[config.mk]
export PLATFORM = sky130hd
export DESIGN_NAME = psum_adder
export DESIGN_NICKNAME = d
export VERILOG_FILES = /design/src/rtl/psum_adder.sv
export SDC_FILE = /design/constraint.sdc
export NUM_CORES = 1
export LEC_CHECK = 0
export ABC_AREA = 1
export CORE_AREA = 3 3 152 154
export DETAILED_ROUTE_END_ITERATION = 10
export DIE_AREA = 0 0 155 157
export DONT_BUFFER_PORTS = 1
export PLACE_DENSITY = 0.92
export SLEW_MARGIN = 20
export SYNTH_ARGS = -nofsm -noshare
export SYNTH_HDL_FRONTEND = slang
export SYNTH_SLANG_ARGS = --single-unit
[constraint.sdc]
create_clock -name clk -period 3.9 [get_ports clk]
set_input_delay 0.39 -clock clk [delete_from_list [all_inputs] [get_ports clk]]
set_output_delay 0.39 -clock clk [all_outputs]
set_load 0.02 [all_outputs]
[src/rtl/psum_adder.sv]
// psum_adder: sums num_terms beats of signed multi-lane partial sums and hands the per-lane totals downstream.
// Define PSUM_ADDER_SAT_EN for saturating lane adds; the default build wraps modulo 2^ACC_W.
module psum_adder #(
    parameter  int DATA_W    = 16,
    parameter  int ACC_W     = 32,
    parameter  int LANES     = 4,
    parameter  int MAX_TERMS = 16,
    localparam int CNT_W     = $clog2(MAX_TERMS + 1)
) (
    input  logic                    clk,
    input  logic                    rst,
    input  logic                    adder_en,
    input  logic [CNT_W-1:0]        num_terms,
    input  logic                    psum_valid,
    output logic                    psum_ready,
    input  logic [LANES*DATA_W-1:0] psum_data,
    output logic                    sum_valid,
    input  logic                    sum_ready,
    output logic [LANES*ACC_W-1:0]  sum_data,
    output logic                    adder_done,
    output logic                    busy
);

    typedef enum logic [1:0] {
        IDLE  = 2'd0,
        ACCUM = 2'd1,
        OUT   = 2'd2,
        DONE  = 2'd3
    } state_e;

    state_e           state_q, state_d;
    logic [CNT_W-1:0] terms_q, terms_d;
    logic [CNT_W-1:0] count_q, count_d;
    logic [ACC_W-1:0] acc_q [LANES];
    logic [ACC_W-1:0] acc_d [LANES];

    // One lane step: add the sign-extended partial sum to the running total.
    function automatic logic [ACC_W-1:0] lane_add(input logic [ACC_W-1:0]  acc,
                                                  input logic [DATA_W-1:0] d);
`ifdef PSUM_ADDER_SAT_EN
        logic [ACC_W:0] sum;
        sum = {acc[ACC_W-1], acc} + {{(ACC_W + 1 - DATA_W){d[DATA_W-1]}}, d};
        if (sum[ACC_W] != sum[ACC_W-1]) begin
            return sum[ACC_W] ? {1'b1, {(ACC_W-1){1'b0}}} : {1'b0, {(ACC_W-1){1'b1}}};
        end
        return sum[ACC_W-1:0];
`else
        return acc + ACC_W'($signed(d));
`endif
    endfunction

    // NOTE: every variable gets its hold value before the case, so no path can infer a latch.
    always_comb begin
        state_d = state_q;
        terms_d = terms_q;
        count_d = count_q;
        acc_d   = acc_q;
        unique case (state_q)
            IDLE: begin
                if (adder_en) begin
                    terms_d = (num_terms > CNT_W'(MAX_TERMS)) ? CNT_W'(MAX_TERMS) : num_terms;
                    count_d = '0;
                    for (int i = 0; i < LANES; i++) acc_d[i] = '0;
                    state_d = (num_terms == '0) ? OUT : ACCUM;
                end
            end
            ACCUM: begin
                if (psum_valid) begin
                    for (int i = 0; i < LANES; i++) begin
                        acc_d[i] = lane_add(acc_q[i], psum_data[i*DATA_W +: DATA_W]);
                    end
                    count_d = count_q + CNT_W'(1);
                    if (count_q == terms_q - CNT_W'(1)) state_d = OUT;
                end
            end
            OUT: begin
                if (sum_ready) state_d = DONE;
            end
            DONE: begin
                state_d = IDLE;
            end
            default: begin
                state_d = IDLE;
            end
        endcase
    end

    // NOTE: accumulators are reset as well, because sum_data exposes them directly.
    always_ff @(posedge clk) begin
        if (rst) begin
            state_q <= IDLE;
            terms_q <= '0;
            count_q <= '0;
            for (int i = 0; i < LANES; i++) acc_q[i] <= '0;
        end else begin
            state_q <= state_d;
            terms_q <= terms_d;
            count_q <= count_d;
            acc_q   <= acc_d;
        end
    end

    assign psum_ready = (state_q == ACCUM);
    assign sum_valid  = (state_q == OUT);
    assign adder_done = (state_q == DONE);
    assign busy       = (state_q != IDLE);

    always_comb begin
        sum_data = '0;
        for (int i = 0; i < LANES; i++) sum_data[i*ACC_W +: ACC_W] = acc_q[i];
    end

endmodule

---- After elaboration in Yosys (flattened, before gate mapping) ----
Index checks and enable logic that the tools add are counted.
cells by class
  reduce and logical (&&, ||, !) cells .... 7
  magnitude comparators ................... 1
  eq/ne operators ......................... 8
  multiplexer cells ....................... 13
  add/subtract/negate cells ............... 6
operators with widths
  kind                 count
  $mux 128             2
  $pmux 128 s2         1
  $add 32x32->32       4
  $mux 5               3
  $mux 2               5
  $pmux 5 s2           1
  $pmux 2 s4           1
  $add 5x1->5 const B  1
  $eq 5x5->1           1
  $gt 5x5->1 const B   1
  $logic_not 5->1      1
  $sub 5x1->5 const B  1
  $eq 2x2->1 const B   2
  $ne 2x1->1 const B   2
  $ne 2x2->1 const B   2
  $reduce_and 4->1     1
  $reduce_bool 2->1    2
  $reduce_and 3->1     1
  $eq 2x1->1 const B   1
  $logic_not 2->1      1
  $reduce_and 2->1     1
word-level totals
  output and inout port bits .............. 132
  logic and storage cells ................. 42
  register bits after elaboration ......... 140
  bits of input ports ..................... 74

---- Depth between registers and ports, before layout ----
  depth after elaboration ................. 5
  mapped depth ............................ 14
  mapped depth without buffers ............ 14

---- Worst setup path before layout ----
OpenSTA, ideal clock, no wires.
  path type ............................... flip-flop to flip-flop
  start ................................... reg acc_q, in the netlist sum_data[0]
  end ..................................... reg acc_q, in the netlist sum_data[28]
  stages on the path, launching flop included .. 14
  library setup time ...................... 132 ps
  slack ................................... 1965 ps
  clock period less this slack ............ 1935 ps
  buffers on the path ..................... 0
  arrival ................................. 1802 ps
  cell sequence ........................... dfxtp_1 > ha_1 > inv_1 > fa_1 > inv_1 > nand3_1 > nand3_1 > nand3_1 > nand3_1 > nand2_1 > nand2_1 > nand2_1 > nand3_1 > a21oi_1
on the way
  word-level cells in the longest chain between the ends .. 3
RTL lines
  item                      RTL line  text
  start: declaration        34        logic [ACC_W-1:0] acc_q [LANES];
  start signal: assignment  99        acc_q <= acc_d;
  $add 32x32->32            48        return acc + ACC_W'($signed(d));
  $mux 128                  68        if (psum_valid) begin
  $pmux 128 s2              58        unique case (state_q)
No other way between the ends. The select of a mux whose other input is x is not followed.
A chain may end at the register's enable or synchronous reset.

---- Worst setup path after layout ----
  start ................................... reg state_q[1]
  end ..................................... reg acc_q, in the netlist sum_data[3]
on the way
  word-level cells in the longest chain between the ends .. 3
  elaborated cells between the ends (all ways) .. 7
  those cells by class .................... eq/ne: 3; mux: 1; reduce/logical: 3
RTL lines
  item                                                              RTL line  text
  start: declaration                                                31        state_e state_q, state_d;
  start signal: assignment                                          96        state_q <= state_d;
  $eq 2x1->1 (*)                                                    -
  via psum_ready                                                    15        output logic psum_ready,
  $ne 2x2->1 (no line) / $reduce_bool 2->1 (equally long branches)  -
  $reduce_and 3->1 (no line)                                        -
The timed path passes the listed nets; every way through them passes the cells marked *.

==> summary.txt <==
Timing
  – Setup_tns: 0 ns
  – Pins over their slew limit: 0
  – Hold Worst Slack: 0.0327 ns
  – Setup Skew: between 0.01 and 0.015 ns
  – Final setup vio count: 0
  – Fmax: around 0.37 GHz
  – Final Critical Period: approximately 2.7 ns
  – Least-Margin Pin Slew: 0.724 ns
  – Unrepaired setup endpoints after global routing: false
  – Final Cycle Share: around two thirds
  – Slew headroom: 51.7%
  – Final hold violation count: 0

Cells and area
  – Nets: about 2800
  – Area growth syn-to-layout: 5.34%
  – Antenna diodes: 0
  – Final core occ: a little under 70%
  – Share of layout cells above drive strength 1: 2.21%

Global route
  – Largest net degree at the start of global routing: between 100 and 150
  – Initial antenna violation count: 0
  – GRT Residual Overflow: 0
  – Number of global-route vias before repair: between 10000 and 15000
  – Global-route wire length before repair: 67700 um
  – GRT Util Overall: 33.0%

Worst setup path
  – Startpoint Class: register
  – Worst Path Required: 4.26 ns
  – Worst path slowest cell: inv_2
  – Critical R2R Capture: sum_data[3]
  – Worst flop-to-flop path startpoint: state_q[1]
  – Crit path kind: register to register
  – Crit end category: register
  – Largest stage delay on the critical path: 0.55 ns
  – Worst reg2reg path depth: 11
  – R2R Setup Slk: roughly 1.2 ns
  – Worst path cell trace: inv_1, ha_1, inv_1, o21ai_2, inv_2, nand2_2, inv_2, buf_12, o21ai_0, a21o_1, a21oi_1
  – Crit path max fanout: 40
  – Arrival time at the worst endpoint: slightly above 3 ns

Hold path
  – Hold wc startpoint: rst
  – HP Class: primary input to register
  – Worst Hold Depth: 1
  – Hold EP: sum_data[49]

Clock tree
  – Post-cts resize count: 0
  – Clock transition at path regs: ~0.06 ns
  – CTS root buf: clkbuf_16
  – Post-CTS setup buffers: 0
  – Worst-skew pair later-pin latency: 0.43 ns
  – CTS Buf Count: 17
  – Max clock buf depth: 2
  – Clk sinks: 140
  – # hold bufs at CTS: 0
  – CTS tree: built
  – H-Tree Depth: 4

Placement
  – Post-DP HPWL: 31700 um
  – PortBufs: 0
  – Routability cong.: 1.02

Die
  – Die Y: between 150 and 200 um
  – Die Width: ~160 um
  – Row cnt: 54
  – IO Pins: approximately 200
  – Initial core utilization: 65.6%
  – CORE AREA: ~0.022 mm2
  – Area of the die: ~0.024 mm2

Yosys
  – Mean post-synth cell area: 5.45 um2
  – Number of synthesized flops with an enable pin: 0
  – Cell accounting for the most synthesized area: nand2_1
  – Area contributors post-synth: nand2_1 28%, dfxtp_1 20%, inv_1 13%
  – Yosys warning count: 0
  – Post-synth cell types: 33
  – Top cell type's share of synthesized area: around 28%
  – Asr flop ratio synth: 0%
  – Seq/Total Area, Yosys: between 10% and 20%
  – Net Count, Synth: around 2800
  – Most common cell in the netlist: nand2_1
  – Main flop type after synthesis: dfxtp_1
  – Synthesized area: approximately 0.014 mm2
  – Most common library cells after synthesis: 1057 x nand2_1, 504 x inv_1, 242 x a21oi_1
  – Synthesis-stage register bit count: 140
  – Cells after Synth: roughly 2600

Detailed routing
  – DRT Pass-1 Iters: 5
  – Antenna Nets Post-Route: 0
  – Routed vias: about 16000
  – Post-DR vias/cell: 5.48
  – DRT iter0 DRCs: 1331
  – Total wire length: just over 40000 um
  – DR WL/cell: 14.1 um
  – DR DRC count: 0

Power and ir drop
  – Power per cell area: about 520 mW/mm2
  – Worst IR drop on VDD: between 0.4 and 0.5 mV
  – Leak: between 8 and 9 nW

Status
  – Status: finished, final reports clean

Run
  – Max cap viols: 0
==> metrics by stage <==
stage	instance area [um2]	setup WS, ns	total power [mW]	std cells
after floorplan	14300	1.97	5.31	2628
after global placement	14500	1.33	6.05	2872
after detailed placement	14500	1.29	6.18	2872
after CTS	15100	1.28	7.75	2904
after global routing	15100	1.06	8.44	2904
final	15100	1.23	7.81	2904
==> cell families after synthesis <==
kind of cell               after synthesis  synth area share [%]
and+or+nand+nor                       1471                  41.2
adders and majority gates              135                  12.0
xor gates and xnor gates                14                 0.856
DFF                                    140                  19.6
buffers and inverters                  550                  14.7
AOI/OAI and AO/OA                      318                  11.7
==> sequential cells by signal, summed over array words and instances (netlist names) <==
name      flops
count_q       5
terms_q       5
state_q       2
sum_data    128
==> area by class of cell <==
| class | count | area [um2] |
|---|---|---|
| Clock buffer | 23 | 498 |
| Tap cell | 280 | 350 |
| Multi-Input combinational cell | 1938 | 9410 |
| Timing Repair Buffer | 6 | 57.6 |
| Fill cell | 2026 | 6740 |
| Clock inverter | 9 | 62.6 |
| Sequential cell | 140 | 2800 |
| Inverter | 508 | 1910 |
==> critical path: cells and delay by family (launching register included) <==
kind | cells | cell delay (ns)
buf+inv | 5 | 1.21
compound gates | 4 | 0.48
fa+ha+maj | 1 | 0.44
flops | 1 | 0.38
simple gates | 1 | 0.06
==> placed cells by master, fill, tap and decap left out, drive strengths merged, types with 10 or more instances in the layout <==
| master | synthesis | routed |
|---|---|---|
| clkbuf | 20 | 23 |
| o21ai | 48 | 48 |
| nand3 | 171 | 171 |
| nand2 | 1058 | 1058 |
| ha | 131 | 131 |
| or2 | 15 | 15 |
| nand3b | 20 | 20 |
| nor2 | 181 | 181 |
| inv | 508 | 508 |
| dfxtp | 140 | 140 |
| nor3 | 17 | 17 |
| a21o | 10 | 10 |
| a21oi | 242 | 242 |
==> layer usage <==
layer	global-route usage (%)	up-vias	part of all wire (%)
met5	0	-	0
met4	12.8	0	3.1
met3	7.31	119	9.4
met2	56.5	665	46
met1	40.5	7045	42
li1	-	8074	-
==> where the power goes <==
group	internal (mW)	leakage, nW	switching [mW]
clock network	0.897	0.267	0.680
logic	1.25	7.26	2.61
registers	1.72	1.14	0.652
==> how the worst max path moves through the flow <==
stage / endpoint / cells after the start / from / slack, ns
after detailed placement: sum_data[3] / 11 / state_q[1] / 1.29
after global routing: sum_data[3] / 11 / state_q[1] / 1.06
final: sum_data[3] / 11 / state_q[1] / 1.23
after global placement: sum_data[3] / 11 / state_q[1] / 1.33
after CTS: sum_data[3] / 11 / state_q[1] / 1.28
after floorplan: sum_data[28] / 13 / sum_data[0] / 1.97
No activity file was read; power rests on OpenSTA's default activity.
